===== config.mk =====
export PLATFORM = sky130hd
export DESIGN_NAME = change_dispenser
export DESIGN_NICKNAME = d
export VERILOG_FILES = /design/src/rtl/change_pkg.sv /design/src/rtl/change_dispenser_inventory.sv /design/src/rtl/change_dispenser.sv
export SDC_FILE = /design/constraint.sdc
export NUM_CORES = 1
export LEC_CHECK = 0
export CAP_MARGIN = 20
export CORE_ASPECT_RATIO = 0.9
export CORE_MARGIN = 3
export CORE_UTILIZATION = 50
export DETAILED_ROUTE_END_ITERATION = 8
export HOLD_SLACK_MARGIN = 0.1
export PLACE_DENSITY = 0.72
export SLEW_MARGIN = 20
export SYNTH_ARGS = -nofsm -noshare
export SYNTH_HDL_FRONTEND = slang
export SYNTH_SLANG_ARGS = --single-unit
export TNS_END_PERCENT = 1

===== constraint.sdc =====
create_clock -name clk -period 3.1 [get_ports clk]
set_input_delay 0.31 -clock clk [delete_from_list [all_inputs] [get_ports clk]]
set_output_delay 0.31 -clock clk [all_outputs]
set_load 0.02 [all_outputs]

===== src/rtl/change_pkg.sv =====
`default_nettype none
// +----------------------------------------------------------------------------+
// | change_pkg : shared types and helpers for the change dispenser             |
// | Rev 1.0                                                                    |
// +----------------------------------------------------------------------------+
package change_pkg;

    typedef enum logic [2:0] {
        IDLE   = 3'd0,
        CHK    = 3'd1,
        D_DROP = 3'd2,
        D_REL  = 3'd3,
        N_DROP = 3'd4,
        N_REL  = 3'd5,
        DONE   = 3'd6,
        FLT    = 3'd7
    } state_e;

    // Coin values in 5-cent units.
    localparam int unsigned NICKEL          = 1;
    localparam int unsigned DIME            = 2;
    localparam int unsigned DIME_AS_NICKELS = DIME / NICKEL;

    // Dimes always go out before nickels; nothing left means the request is complete.
    function automatic state_e next_coin(input logic [1:0] dimes_left,
                                         input logic [2:0] nickels_left);
        if (dimes_left != 2'd0) begin
            return D_DROP;
        end else if (nickels_left != 3'd0) begin
            return N_DROP;
        end
        return DONE;
    endfunction

endpackage
`default_nettype wire


===== src/rtl/change_dispenser_inventory.sv =====
`default_nettype none
// +----------------------------------------------------------------------------+
// | coin_inventory : saturating up/down coin counter with reset preset         |
// | Rev 1.0                                                                    |
// +----------------------------------------------------------------------------+
module coin_inventory #(
    parameter int CNT_W = 4,
    parameter int INIT  = 8
) (
    input  logic             clk,
    input  logic             reset_n,
    input  logic             load,
    input  logic             dec,
    output logic [CNT_W-1:0] cnt
);

    localparam logic [CNT_W-1:0] CNT_MAX = '1;

    logic [CNT_W-1:0] cnt_q;
    logic [CNT_W-1:0] cnt_d;

    // A simultaneous load and dec cancel out, even when the counter is full.
    always_comb begin
        cnt_d = cnt_q;
        if (load && !dec) begin
            if (cnt_q != CNT_MAX) begin
                cnt_d = cnt_q + CNT_W'(1);
            end
        end else if (dec && !load) begin
            if (cnt_q != '0) begin
                cnt_d = cnt_q - CNT_W'(1);
            end
        end
    end

    always_ff @(posedge clk or negedge reset_n) begin
        if (!reset_n) begin
            cnt_q <= CNT_W'(INIT);
        end else begin
            cnt_q <= cnt_d;
        end
    end

    assign cnt = cnt_q;

endmodule
`default_nettype wire


===== src/rtl/change_dispenser.sv =====
`default_nettype none
// +----------------------------------------------------------------------------+
// | change_dispenser : pays owed change one coin at a time via hopper req/ack  |
// | Rev 1.0                                                                    |
// +----------------------------------------------------------------------------+
module change_dispenser
    import change_pkg::*;
#(
    parameter int CNT_W        = 4,
    parameter int INIT_NICKELS = 8,
    parameter int INIT_DIMES   = 8,
    parameter int ACK_TIMEOUT  = 15
) (
    input  logic             clk,
    input  logic             reset_n,
    input  logic             req,
    input  logic             return5,
    input  logic             return10,
    input  logic             return2_10,
    input  logic             hopper_ack,
    input  logic             load_nickel,
    input  logic             load_dime,
    output logic             drop_nickel,
    output logic             drop_dime,
    output logic             busy,
    output logic             done,
    output logic             fault,
    output logic [CNT_W-1:0] nickel_cnt,
    output logic [CNT_W-1:0] dime_cnt
);

    localparam int TMO_W = $clog2(ACK_TIMEOUT + 1);

    state_e           state_q, state_d;
    logic             ret5_q, ret5_d;
    logic             ret10_q, ret10_d;
    logic             ret2_q, ret2_d;
    logic [1:0]       dimes_owed_q, dimes_owed_d;
    logic [2:0]       nickels_owed_q, nickels_owed_d;
    logic [TMO_W-1:0] tmo_q, tmo_d;
    logic             fault_q, fault_d;

    logic       accept;
    logic       tmo_hit;
    logic       dime_dec;
    logic       nickel_dec;
    logic [1:0] dimes_req;
    logic [1:0] plan_dimes;
    logic [2:0] plan_nickels;
    logic       plan_short;

    assign accept     = (state_q == IDLE) && req && !fault_q;
    assign tmo_hit    = (tmo_q == TMO_W'(ACK_TIMEOUT - 1));
    assign dime_dec   = (state_q == D_DROP) && hopper_ack;
    assign nickel_dec = (state_q == N_DROP) && hopper_ack;

    // Missing dimes become two nickels each; the whole plan must be payable or none of it is.
    always_comb begin
        dimes_req = {1'b0, ret10_q} + {ret2_q, 1'b0};
        if (32'(dime_cnt) < 32'(dimes_req)) begin
            plan_dimes = 2'(dime_cnt);
        end else begin
            plan_dimes = dimes_req;
        end
        plan_nickels = 3'(ret5_q) + 3'(DIME_AS_NICKELS * (dimes_req - plan_dimes));
        plan_short   = 32'(nickel_cnt) < 32'(plan_nickels);
    end

    always_ff @(posedge clk or negedge reset_n) begin
        if (!reset_n) begin
            state_q        <= IDLE;
            ret5_q         <= 1'b0;
            ret10_q        <= 1'b0;
            ret2_q         <= 1'b0;
            dimes_owed_q   <= 2'd0;
            nickels_owed_q <= 3'd0;
            tmo_q          <= '0;
            fault_q        <= 1'b0;
        end else begin
            state_q        <= state_d;
            ret5_q         <= ret5_d;
            ret10_q        <= ret10_d;
            ret2_q         <= ret2_d;
            dimes_owed_q   <= dimes_owed_d;
            nickels_owed_q <= nickels_owed_d;
            tmo_q          <= tmo_d;
            fault_q        <= fault_d;
        end
    end

    always_comb begin
        state_d = state_q;
        unique case (state_q)
            IDLE:   if (accept) state_d = CHK;
            CHK:    state_d = plan_short ? FLT : next_coin(plan_dimes, plan_nickels);
            D_DROP: if (hopper_ack) state_d = D_REL;
                    else if (tmo_hit) state_d = FLT;
            D_REL:  if (!hopper_ack) state_d = next_coin(dimes_owed_q, nickels_owed_q);
                    else if (tmo_hit) state_d = FLT;
            N_DROP: if (hopper_ack) state_d = N_REL;
                    else if (tmo_hit) state_d = FLT;
            N_REL:  if (!hopper_ack) state_d = next_coin(dimes_owed_q, nickels_owed_q);
                    else if (tmo_hit) state_d = FLT;
            DONE:   state_d = IDLE;
            FLT:    state_d = IDLE;
            default: state_d = IDLE;
        endcase
    end

    always_comb begin
        ret5_d         = ret5_q;
        ret10_d        = ret10_q;
        ret2_d         = ret2_q;
        dimes_owed_d   = dimes_owed_q;
        nickels_owed_d = nickels_owed_q;
        if (accept) begin
            ret5_d  = return5;
            ret10_d = return10;
            ret2_d  = return2_10;
        end
        if (state_q == CHK) begin
            dimes_owed_d   = plan_dimes;
            nickels_owed_d = plan_nickels;
        end
        if (dime_dec) begin
            dimes_owed_d = dimes_owed_q - 2'd1;
        end
        if (nickel_dec) begin
            nickels_owed_d = nickels_owed_q - 3'd1;
        end
        // Per-coin wait budget restarts on every state change.
        tmo_d   = (state_d != state_q) ? '0 : tmo_q + TMO_W'(1);
        fault_d = fault_q || (state_d == FLT);
    end

    always_comb begin
        drop_dime   = (state_q == D_DROP);
        drop_nickel = (state_q == N_DROP);
        busy        = (state_q != IDLE);
        done        = (state_q == DONE);
        fault       = fault_q;
    end

    coin_inventory #(
        .CNT_W (CNT_W),
        .INIT  (INIT_NICKELS)
    ) u_nickels (
        .clk     (clk),
        .reset_n (reset_n),
        .load    (load_nickel),
        .dec     (nickel_dec),
        .cnt     (nickel_cnt)
    );

    coin_inventory #(
        .CNT_W (CNT_W),
        .INIT  (INIT_DIMES)
    ) u_dimes (
        .clk     (clk),
        .reset_n (reset_n),
        .load    (load_dime),
        .dec     (dime_dec),
        .cnt     (dime_cnt)
    );

endmodule
`default_nettype wire


==> results of run 1 <==
[tightest hold or removal path, cell delays in order, from the launching register on]
cell and delay (ns):
dfrtp_1 0.35, nand2_1 0.05, o221ai_1 0.06
[flip-flops by register name, indices dropped and copies added, names as in the netlist]
name,flops
nickels_owed_q,3
u_nickels.cnt,4
ret2_q,1
ret5_q,1
u_dimes.cnt,4
fault,1
ret10_q,1
state_q,3
dimes_owed_q,2
tmo_q,4
[final cells by class]
type / count / area (µm²) / share of cell area, %
inverter: 10 / 37.54 / 1.767
timing repair buffer: 28 / 260.3 / 12.25
tap: 42 / 52.55 / 2.473
multi-input combinational: 145 / 1115 / 52.47
clock buffer: 4 / 55.05 / 2.591
sequential: 24 / 604.3 / 28.45
[repair_timing]
action                                 CTS  global route
setup endpoints to repair                0             2
setup buffers                            0             1
endpoints found under the hold margin    0            22
hold buffers                             0             1
gates resized for setup                  0             3
[metrics by stage]
| stage | util, % | instances |
|---|---|---|
| 3_3_place_gp | 63.43 | 247 |
| 6_report | 65.71 | 253 |
| 5_1_grt | 65.71 | 253 |
| 3_5_place_dp | 63.43 | 247 |
| 4_1_cts | 65.13 | 251 |
| 2_1_floorplan | - | 185 |
[metal layers]
layer | GRT usage, % | vias to the layer above
met2 | 30.95 | 46
met1 | 29.38 | 737
met4 | 5.596 | 0
met3 | 5.576 | 4
li1 | - | 735
met5 | 0 | -
[final timing paths]
kind / from / end / slack, ns / cells after the start
worst max-delay path: ret2_q / fault / 0.18 / 12
min in group asynchronous: reset_n / tmo_q[1] / 0.54 / 2
worst min register to register: nickels_owed_q[1] / nickels_owed_q[1] / 0.50 / 2
max in group asynchronous: reset_n / ret2_q / 2.14 / 2
worst min-delay path: nickels_owed_q[1] / nickels_owed_q[1] / 0.50 / 2
worst max register to register: ret2_q / fault / 0.18 / 12
[layout by cell type, fill, tap and decap left out, types with 3 or more instances in the layout]
| master | netlist | routed |
|---|---|---|
| nor2b_1 | 5 | 5 |
| nand2_1 | 10 | 10 |
| nor3_1 | 3 | 3 |
| o21ai_0 | 10 | 9 |
| clkbuf_8 | 0 | 4 |
| xnor2_1 | 10 | 10 |
| dfrtp_1 | 22 | 21 |
| nand2b_1 | 6 | 6 |
| nand4_1 | 3 | 3 |
| inv_1 | 10 | 10 |
| a21o_1 | 3 | 3 |
| nor2_1 | 12 | 12 |
| clkdlybuf4s50_1 | 0 | 20 |
| ha_1 | 13 | 13 |
| nand3_1 | 6 | 6 |
| o32ai_1 | 3 | 3 |
| o31ai_2 | 3 | 3 |
| xor2_1 | 3 | 3 |
| mux2_2 | 5 | 5 |
| a21oi_1 | 9 | 9 |
| buf_4 | 1 | 6 |
| o221ai_1 | 3 | 3 |
[synthesized netlist by cell type (3+ instances only)]
cell / number
dfrtp_1: 22
ha_1: 13
nor2_1: 12
inv_1: 10
nand2_1: 10
o21ai_0: 10
xnor2_1: 10
a21oi_1: 9
nand2b_1: 6
nand3_1: 6
mux2_2: 5
nor2b_1: 5
buf_2: 4
a21o_1: 3
nand4_1: 3
nor3_1: 3
o221ai_1: 3
o31ai_2: 3
o32ai_1: 3
xor2_1: 3
[kinds of logic after synthesis]
family                     synth area share (%)
xor gates and xnor gates                  6.390
and+or+nand+nor                           19.66
buffers and inverters                     3.863
AOI/OAI and AO/OA                         21.14
DFF                                       33.85
muxes                                     3.722
adders and majority gates                 11.38
[where the power goes]
group / internal, W / switching (W) / leakage [nW]
clock network: 0.000114 / 0.000107 / 0.0288
registers: 0.000403 / 0.000145 / 0.281
logic: 0.000357 / 0.000352 / 0.593
==> qor.yml, run 1 <==
clocking:
  clk_latency_ns: 0.27
  clk_pin_slew_ns: 0.08
  cts_root_buf: "clkbuf_8"
  clock-sinks: 24
  htreeDepth: 1
  cts_made_buffers: 3
  cts_tree: "built"
  clockBufferDepth: 2
global_routing:
  grt_max_degree: 25
  grt_pass1_vias: 1483
  grt_use_total_pct: 20.75
  grt_antenna_before_repair: 0
  grt-ovfl-total: 0
  grt_pass1_wl_um: 6934
worst_setup_path:
  worstPathCellList: "inv_1 -> ha_1 -> or3_4 -> nor2_1 -> o22a_2 -> ha_1 -> ha_1 -> o21ai_1 -> o21ai_0 -> mux2i_1 -> o21bai_1 -> a32oi_1"
  endpoint_kind: "flip-flop"
  critical_path.max_fanout: 5
  cp_common_cell: "ha_1"
  critPathRequiredTime_ns: 3.28
  cp_top_family: "compound AO/OA/AOI/OAI gates"
  path_class: "reg2reg"
  crit_buf_inv: 1
  critPathSlowestCell: "dfrtp_2"
  cp.arrival_ns: 3.10
  cp_slowest_stage_delay_ns: 0.42
  worst_setup_path_start_kind: "flip-flop"
floorplan:
  die_height_um: 62.63
  start_util_pct: 55.11
  die_w_um: 68.93
  dieArea_mm2: 0.004317
  fp.coreArea_mm2: 0.003233
  io_pins: 22
  rows: 19
detailed_routing:
  totalWireLength_um: 4084
  drc_errors: 0
  met1Wirelength_um: 1911
  antenna_left: 0
  drtIter0Drc: 141
  drt_first_pass_iters: 4
  top_layer_used: "met4"
  viasPerCell: 6.016
  wl_met2_um: 1934
  num_vias: 1522
  routedWlPerCell_um: 16.14
  routed-wl-met3_um: 204
synthesis:
  synth_flop_cell: "dfrtp_1"
  synthDominantCellAreaShare_pct: 30.90
  yosysTopAreaCell: "dfrtp_1"
  synthTopCellsByArea: "dfrtp_1 31%, ha_1 9.1%, xnor2_1 4.9%"
  ys_seq_area_share_pct: 33.85
  yosys_register_bits: 24
  synthArstFlopShare_pct: 100.0
  synth_edf_count: 0
  ys_types: 53
  netlist_instances: 185
  synth.cell_area_mm2: 0.001782
  avgSynthCellArea_um2: 9.631
  syn_nets: 209
  synth_warnings: 0
placement:
  port_buffers: 21
  placed_area_mm2: 0.002051
  pre_cts_slack_ns: 0.06158
  place.gp.congestion: 0.8817
  dp_hpwl_um: 3031
timing:
  finalHoldViolCount: 0
  fin_crit_sh_pct: 94.32
  drv_slew: 0
  fin_skew_ns: 0.007121
  setup_ws_ns: 0.1760
  timing.fmax_ghz: 0.3420
  timing.hold.ws_ns: 0.4978
  final.setup.tns_ns: 0
  tightest_slew_ns: 0.5967
  slew_headroom_pct: 60.10
  period_minus_slack_ns: 2.924
  setup_violations: 0
final_layout:
  drive_above_1_share_pct: 13.74
  fillers: 274
  area_growth_pct: 19.24
  nNetsFinal: 236
  antenna-diode-count: 0
  fin_area_mm2: 0.002125
power_and_ir_drop:
  peakVddDrop_v: 0.0006211
  total_power_w: 0.001477
  p_per_area_mw_per_mm2: 695.3
  leakage_nw: 0.9025
job:
  drv_cap: 0
hold_path:
  hold_class: "reg2reg"
run_status:
  status: "complete, no violations"
Note: power is estimated with default switching activity, not from simulation.
==> run 2: changes to the inputs <==
--- a/config.mk
+++ b/config.mk
@@ -13,5 +13,4 @@
 export HOLD_SLACK_MARGIN = 0.1
 export PLACE_DENSITY = 0.72
-export SLEW_MARGIN = 20
 export SYNTH_ARGS = -nofsm -noshare
 export SYNTH_HDL_FRONTEND = slang
==> constraint.sdc (replaced) <==
create_clock -name clk -period 3.1 [get_ports clk]
set_input_delay 0.31 -clock clk [delete_from_list [all_inputs] [get_ports clk]]
set_output_delay 0.31 -clock clk [all_outputs]
set_load 0.05 [all_outputs]
==> qor.yml, run 2 (synthesis gave the netlist of run 1 again) <==
final_layout:
  fillers: 273  # -0.36%
  nNetsFinal: 236  # unchanged
  mostFrequentLayoutCells: "21 x dfrtp_1, 21 x clkdlybuf4s50_1, 13 x ha_1, 12 x nor2_1"
  antenna-diode-count: 0  # unchanged
  fin_cells: 253  # unchanged
  multi_input_area_mm2: 0.001115  # unchanged
  seqCellArea_um2: 604.3  # unchanged
  drive_above_1_share_pct: 13.74  # unchanged
  area_growth_pct: 20.51
  final_util_pct: 66.41  # +0.70 points
timing:
  fin_skew_ns: 0.005375  # -0.001746 ns
  setup_violations: 0  # unchanged
  timing.fmax_ghz: 0.3355  # -1.9%
  finalHoldViolCount: 0  # unchanged
  tightest_slew_ns: 0.5990  # +0.002324 ns
  period_minus_slack_ns: 2.981  # +0.05683 ns
  fin_crit_sh_pct: 96.15  # +1.8 points
  drv_slew: 0  # unchanged
  slew_headroom_pct: 59.94  # -0.16 points
floorplan:
  dieArea_mm2: 0.004317  # unchanged
  rows: 19  # unchanged
  start_util_pct: 55.11  # unchanged
  die_height_um: 62.63  # unchanged
  io_pins: 22  # unchanged
  die_w_um: 68.93  # unchanged
  fp.coreArea_mm2: 0.003233  # unchanged
power_and_ir_drop:
  leakage_nw: 0.9110  # +0.94%
  pwr-share-clk_pct: 13.8  # -1.1 points
  p_per_area_mw_per_mm2: 748.9  # +7.7%
  pwr-share-seq_pct: 34.0  # -3.1 points
  power_switching_w: 0.0007303  # +21%
  pwr-share-comb_pct: 52.2  # +4.2 points
  total_power_w: 0.001608  # +8.9%
  p_int_w: 0.0008776  # +0.47%
  switching_share_pct: 45.42  # +4.6 points
  peakVddDrop_v: 0.0006591  # +6.1%
clocking:
  cts_root_buf: "clkbuf_8"
  htreeDepth: 1  # unchanged
  clock-sinks: 24  # unchanged
  cts_tree: "built"
  clockBufferDepth: 2  # unchanged
  clk_latency_ns: 0.28  # about the same
  clk_pin_slew_ns: 0.09  # about the same
  cts_made_buffers: 3  # unchanged
worst_setup_path:
  cp_slowest_stage_delay_ns: 0.42  # about the same
  cp.arrival_ns: 3.15  # +0.05 ns
  path_class: "reg2reg"
  critPathRequiredTime_ns: 3.27  # about the same
  r2r-end: "fault"
  critical_path.max_fanout: 5  # unchanged
  reg2reg_depth: 12  # unchanged
  r2r_setup_slack_ns: 0.12  # -0.06 ns
  critPathSlowestCell: "dfrtp_2"
  worst_setup_path_start_kind: "flip-flop"
  r2r_start: "ret2_q"
  cp_common_cell: "ha_1"
  endpoint_kind: "flip-flop"
  worstPathCellList: "inv_1 -> ha_1 -> or3_4 -> nor2_1 -> o22a_2 -> ha_1 -> ha_1 -> o21ai_1 -> o21ai_0 -> mux2i_1 -> o21bai_1 -> a32oi_1"
placement:
  place.gp.congestion: 0.8817  # unchanged
  placed_cells: 247  # unchanged
  dp_hpwl_um: 3031  # unchanged
  port_buffers: 21  # unchanged
detailed_routing:
  num_vias: 1523  # +0.066%
  antenna_left: 0  # unchanged
  viasPerCell: 6.020  # about the same
  drc_errors: 0  # unchanged
  totalWireLength_um: 4097  # +0.32%
  routedWlPerCell_um: 16.19  # +0.32%
  drtIter0Drc: 173  # +23%
  drt_first_pass_iters: 4  # unchanged
global_routing:
  grt_use_total_pct: 20.75  # unchanged
  grt_pass1_vias: 1483  # unchanged
  grt_pass1_wl_um: 6934  # unchanged
  grt_max_degree: 25  # unchanged
  grt_antenna_before_repair: 0  # unchanged
  grt-ovfl-total: 0  # unchanged
hold_path:
  hold_class: "in2async"
run_status:
  status: "complete, no violations"
job:
  drv_cap: 0  # unchanged
-- run 2: changes by cell type in the layout (fill, tap and decap cells not counted), sizes merged --
cell           change
clkdlybuf4s50      +1
dlygate4sd3        -1
-- run 2: area by class of cell --
type                            count  area share (%)
Clock buffer                        4           2.564
Inverter                           10           1.748
Multi-Input combinational cell    145           51.92
Sequential cell                    24           28.15
Tap cell                           42           2.448
Timing Repair Buffer               28           13.17
-- run 2: critical path, delay by kind of cell (launching register included) --
kind / cells / cell delay, ns
fa+ha+maj: 3 / 0.73
compound gates: 5 / 0.84
buf+inv: 1 / 0.08
flops: 1 / 0.42
mux: 1 / 0.29
simple gates: 2 / 0.51
-- run 2: per-layer routing --
| layer | routed length [µm] | track usage, % | vias up |
|---|---|---|---|
| met5 | 0 | 0 | - |
| met3 | 243 | 5.576 | 6 |
| li1 | - | - | 730 |
| met2 | 1945 | 30.95 | 50 |
| met1 | 1873 | 29.38 | 737 |
| met4 | 35 | 5.596 | 0 |
-- run 2: metrics by stage --
step | TNS (ns) | hold slack [ns] | worst slack [ns] | area, µm²
global route | -0.01218 | 0.3197 | -0.01218 | 2147
finish | 0 | 0.3107 | 0.1192 | 2147
floorplan | 0 | 0.01441 | 0.03180 | 1782
CTS | 0 | 0.5027 | 0.04108 | 2106
global placement | 0 | 0.4695 | 0.3305 | 2051
detailed placement | 0 | 0.4824 | 0.06158 | 2051
-- run 2: power by group through the flow --
stage	Clock [W]	Combinational (W)	Sequential (W)
2_1_floorplan	0	0.000408	0.000708
3_3_place_gp	0	0.000784	0.000540
3_5_place_dp	0	0.000820	0.000547
4_1_cts	0.000231	0.000826	0.000542
5_1_grt	0.000246	0.000907	0.000568
6_report	0.000222	0.000840	0.000546
-- run 2: timing repair --
| item | CTS | global route |
|---|---|---|
| buffers inserted | 0 | 1 |
| hold endpoints to repair | 0 | 0 |
| resized for setup | 0 | 3 |
| hold buffers | 0 | 0 |
| setup endpoints to repair | 0 | 2 |
-- run 2: worst max path at each step --
stage,start,to,slack [ns],cells after the start
finish,ret2_q,fault,0.12,12
global route,ret2_q,fault,-0.01,12
CTS,ret2_q,fault,0.04,12
detailed placement,ret2_q,fault,0.06,12
global placement,ret2_q,fault,0.33,11
floorplan,u_dimes.cnt[1],fault,0.03,8
==> run 3: changes to the inputs <==
ABC_CLOCK_PERIOD_IN_PS = 3100   (was unset)
CELL_PAD_IN_SITES_DETAIL_PLACEMENT = 0   (was unset)
CELL_PAD_IN_SITES_GLOBAL_PLACEMENT = 1   (was unset)
CORE_UTILIZATION = 43   (was 50)
PLACE_DENSITY = 0.79   (was 0.72)
==> qor.yml, run 3 (synthesis gave the netlist of run 1 again) <==
power_and_ir_drop:
  leakage_nw: 0.9030  # -0.88%
  p_per_area_mw_per_mm2: 729.4  # -2.6%
  peakVddDrop_v: 0.0006340  # -3.8%
floorplan:
  fp.coreArea_mm2: 0.003862  # +19%
  die_w_um: 73.85  # +7.1%
  io_pins: 22  # unchanged
  die_height_um: 67.07  # +7.1%
  start_util_pct: 46.13  # -9.0 points
  rows: 21  # +2
  dieArea_mm2: 0.004953  # +15%
placement:
  port_buffers: 21  # unchanged
  placed_cells: 252  # +2.0%
  place.gp.congestion: 0.8343  # -5.4%
  dp_hpwl_um: 3065  # +1.1%
worst_setup_path:
  critPathRequiredTime_ns: 3.27  # about the same
  critical_path.max_fanout: 5  # unchanged
  endpoint_kind: "flip-flop"
  cp.arrival_ns: 3.09  # -0.06 ns
  worst_setup_path_start_kind: "flip-flop"
  path_class: "reg2reg"
  reg2reg_depth: 11  # -1
detailed_routing:
  routedWlPerCell_um: 15.80  # -2.4%
  drtIter0Drc: 109  # -37%
  num_vias: 1514  # -0.59%
  antenna_left: 0  # unchanged
  drc_errors: 0  # unchanged
  viasPerCell: 5.914  # -1.8%
  totalWireLength_um: 4046  # -1.2%
  drt_first_pass_iters: 4  # unchanged
clocking:
  clockBufferDepth: 2  # unchanged
  clk_pin_slew_ns: 0.08  # about the same
  clock-sinks: 24  # unchanged
  cts_made_buffers: 3  # unchanged
  post-cts-setup-buffers: 0  # unchanged
  cts_tree: "built"
  htreeDepth: 1  # unchanged
  cts_root_buf: "clkbuf_8"
  clk_latency_ns: 0.26  # -0.02 ns
final_layout:
  final_util_pct: 55.43  # -11 points
  fin_cells: 256  # +1.2%
  seqCellArea_um2: 604.3  # unchanged
  nNetsFinal: 236  # unchanged
  antenna-diode-count: 0  # unchanged
  mostFrequentLayoutCells: "21 x dfrtp_1, 21 x clkdlybuf4s50_1, 13 x ha_1, 11 x nor2_1"
  fillers: 341  # +25%
  multi_input_area_mm2: 0.001117  # +0.22%
  drive_above_1_share_pct: 13.81  # +0.065 points
  area_growth_pct: 20.15
timing:
  tightest_slew_ns: 0.6163  # +0.01730 ns
  setup_violations: 0  # unchanged
  timing.fmax_ghz: 0.3433  # +2.3%
  slew_headroom_pct: 58.79  # -1.2 points
  period_minus_slack_ns: 2.913  # -0.06809 ns
  fin_skew_ns: 0.004651  # -0.0007239 ns
  finalHoldViolCount: 0  # unchanged
  drv_slew: 0  # unchanged
  fin_crit_sh_pct: 93.96  # -2.2 points
global_routing:
  grt_pass1_vias: 1425  # -3.9%
  grt_max_degree: 25  # unchanged
  grt_antenna_before_repair: 0  # unchanged
  grt-ovfl-total: 0  # unchanged
  grt_pass1_wl_um: 6872  # -0.89%
  grt_use_total_pct: 17.76  # -3.0 points
job:
  drv_cap: 0  # unchanged
run_status:
  status: "complete, no violations"
hold_path:
  hold_class: "in2async"
==> run 3: changes by cell type in the layout (fill, tap and decap cells not counted) <==
cell,delta
nor2_1,-1
nor2_2,+1
clkbuf_8,-1
==> run 3: critical path: stages, from the launching register on <==
cell and delay, ns:
dfrtp_2 0.42, inv_1 0.08, ha_1 0.19, or3_4 0.37
o22a_2 0.25, ha_1 0.31, ha_1 0.30, o21ai_1 0.16
o21ai_0 0.10, mux2i_1 0.28, o21bai_1 0.14, a32oi_1 0.21
==> run 3: what timing repair did <==
action	in CTS	in global routing
resized for setup	0	4
hold endpoints to repair	0	0
hold buffers	0	0
endpoints found under the setup margin	0	4
==> run 3: power breakdown <==
group	internal [W]	switching [W]	leakage (nW)
logic	0.000356	0.000478	0.601
clock network	0.0000868	0.0000925	0.0216
registers	0.000403	0.000144	0.281
==> run 3: layout make-up <==
| type | count | area share (%) |
|---|---|---|
| Multi-Input combinational cell | 145 | 52.19 |
| Sequential cell | 24 | 28.23 |
| Timing Repair Buffer | 28 | 13.21 |
| Tap cell | 46 | 2.688 |
| Clock buffer | 3 | 1.929 |
| Inverter | 10 | 1.753 |
==> run 3: worst paths after layout <==
| kind | start | endpoint | slack, ns |
|---|---|---|---|
| max in group asynchronous | reset_n | u_nickels.cnt[3] | 2.14 |
| min in group clk | tmo_q[0] | tmo_q[0] | 0.49 |
| max reg2reg | ret2_q | fault | 0.19 |
| min reg2reg | tmo_q[0] | tmo_q[0] | 0.49 |
| max | ret2_q | fault | 0.19 |
| min | reset_n | u_dimes.cnt[0] | 0.34 |
==> run 3: stage by stage <==
step           hold WS, ns  total power, W  setup slack, ns  area, µm²  setup TNS [ns]
2_1_floorplan      0.01441        0.001116          0.03180       1782               0
4_1_cts             0.4988        0.001561          0.03818       2105               0
3_3_place_gp        0.4702        0.001337           0.3184       2063               0
5_1_grt             0.3459        0.001684         -0.01945       2141        -0.01945
6_report            0.3388        0.001562           0.1873       2141               0
3_5_place_dp        0.4844        0.001377          0.06649       2063               0
==> run 3: metal layers <==
layer  wire [µm]  track usage [%]  vias up
li1            -                -      734
met1        1952            25.86      738
met2        1898            27.54       37
met3         158            2.112        5
met4          36            4.751        0
met5           0                0        -
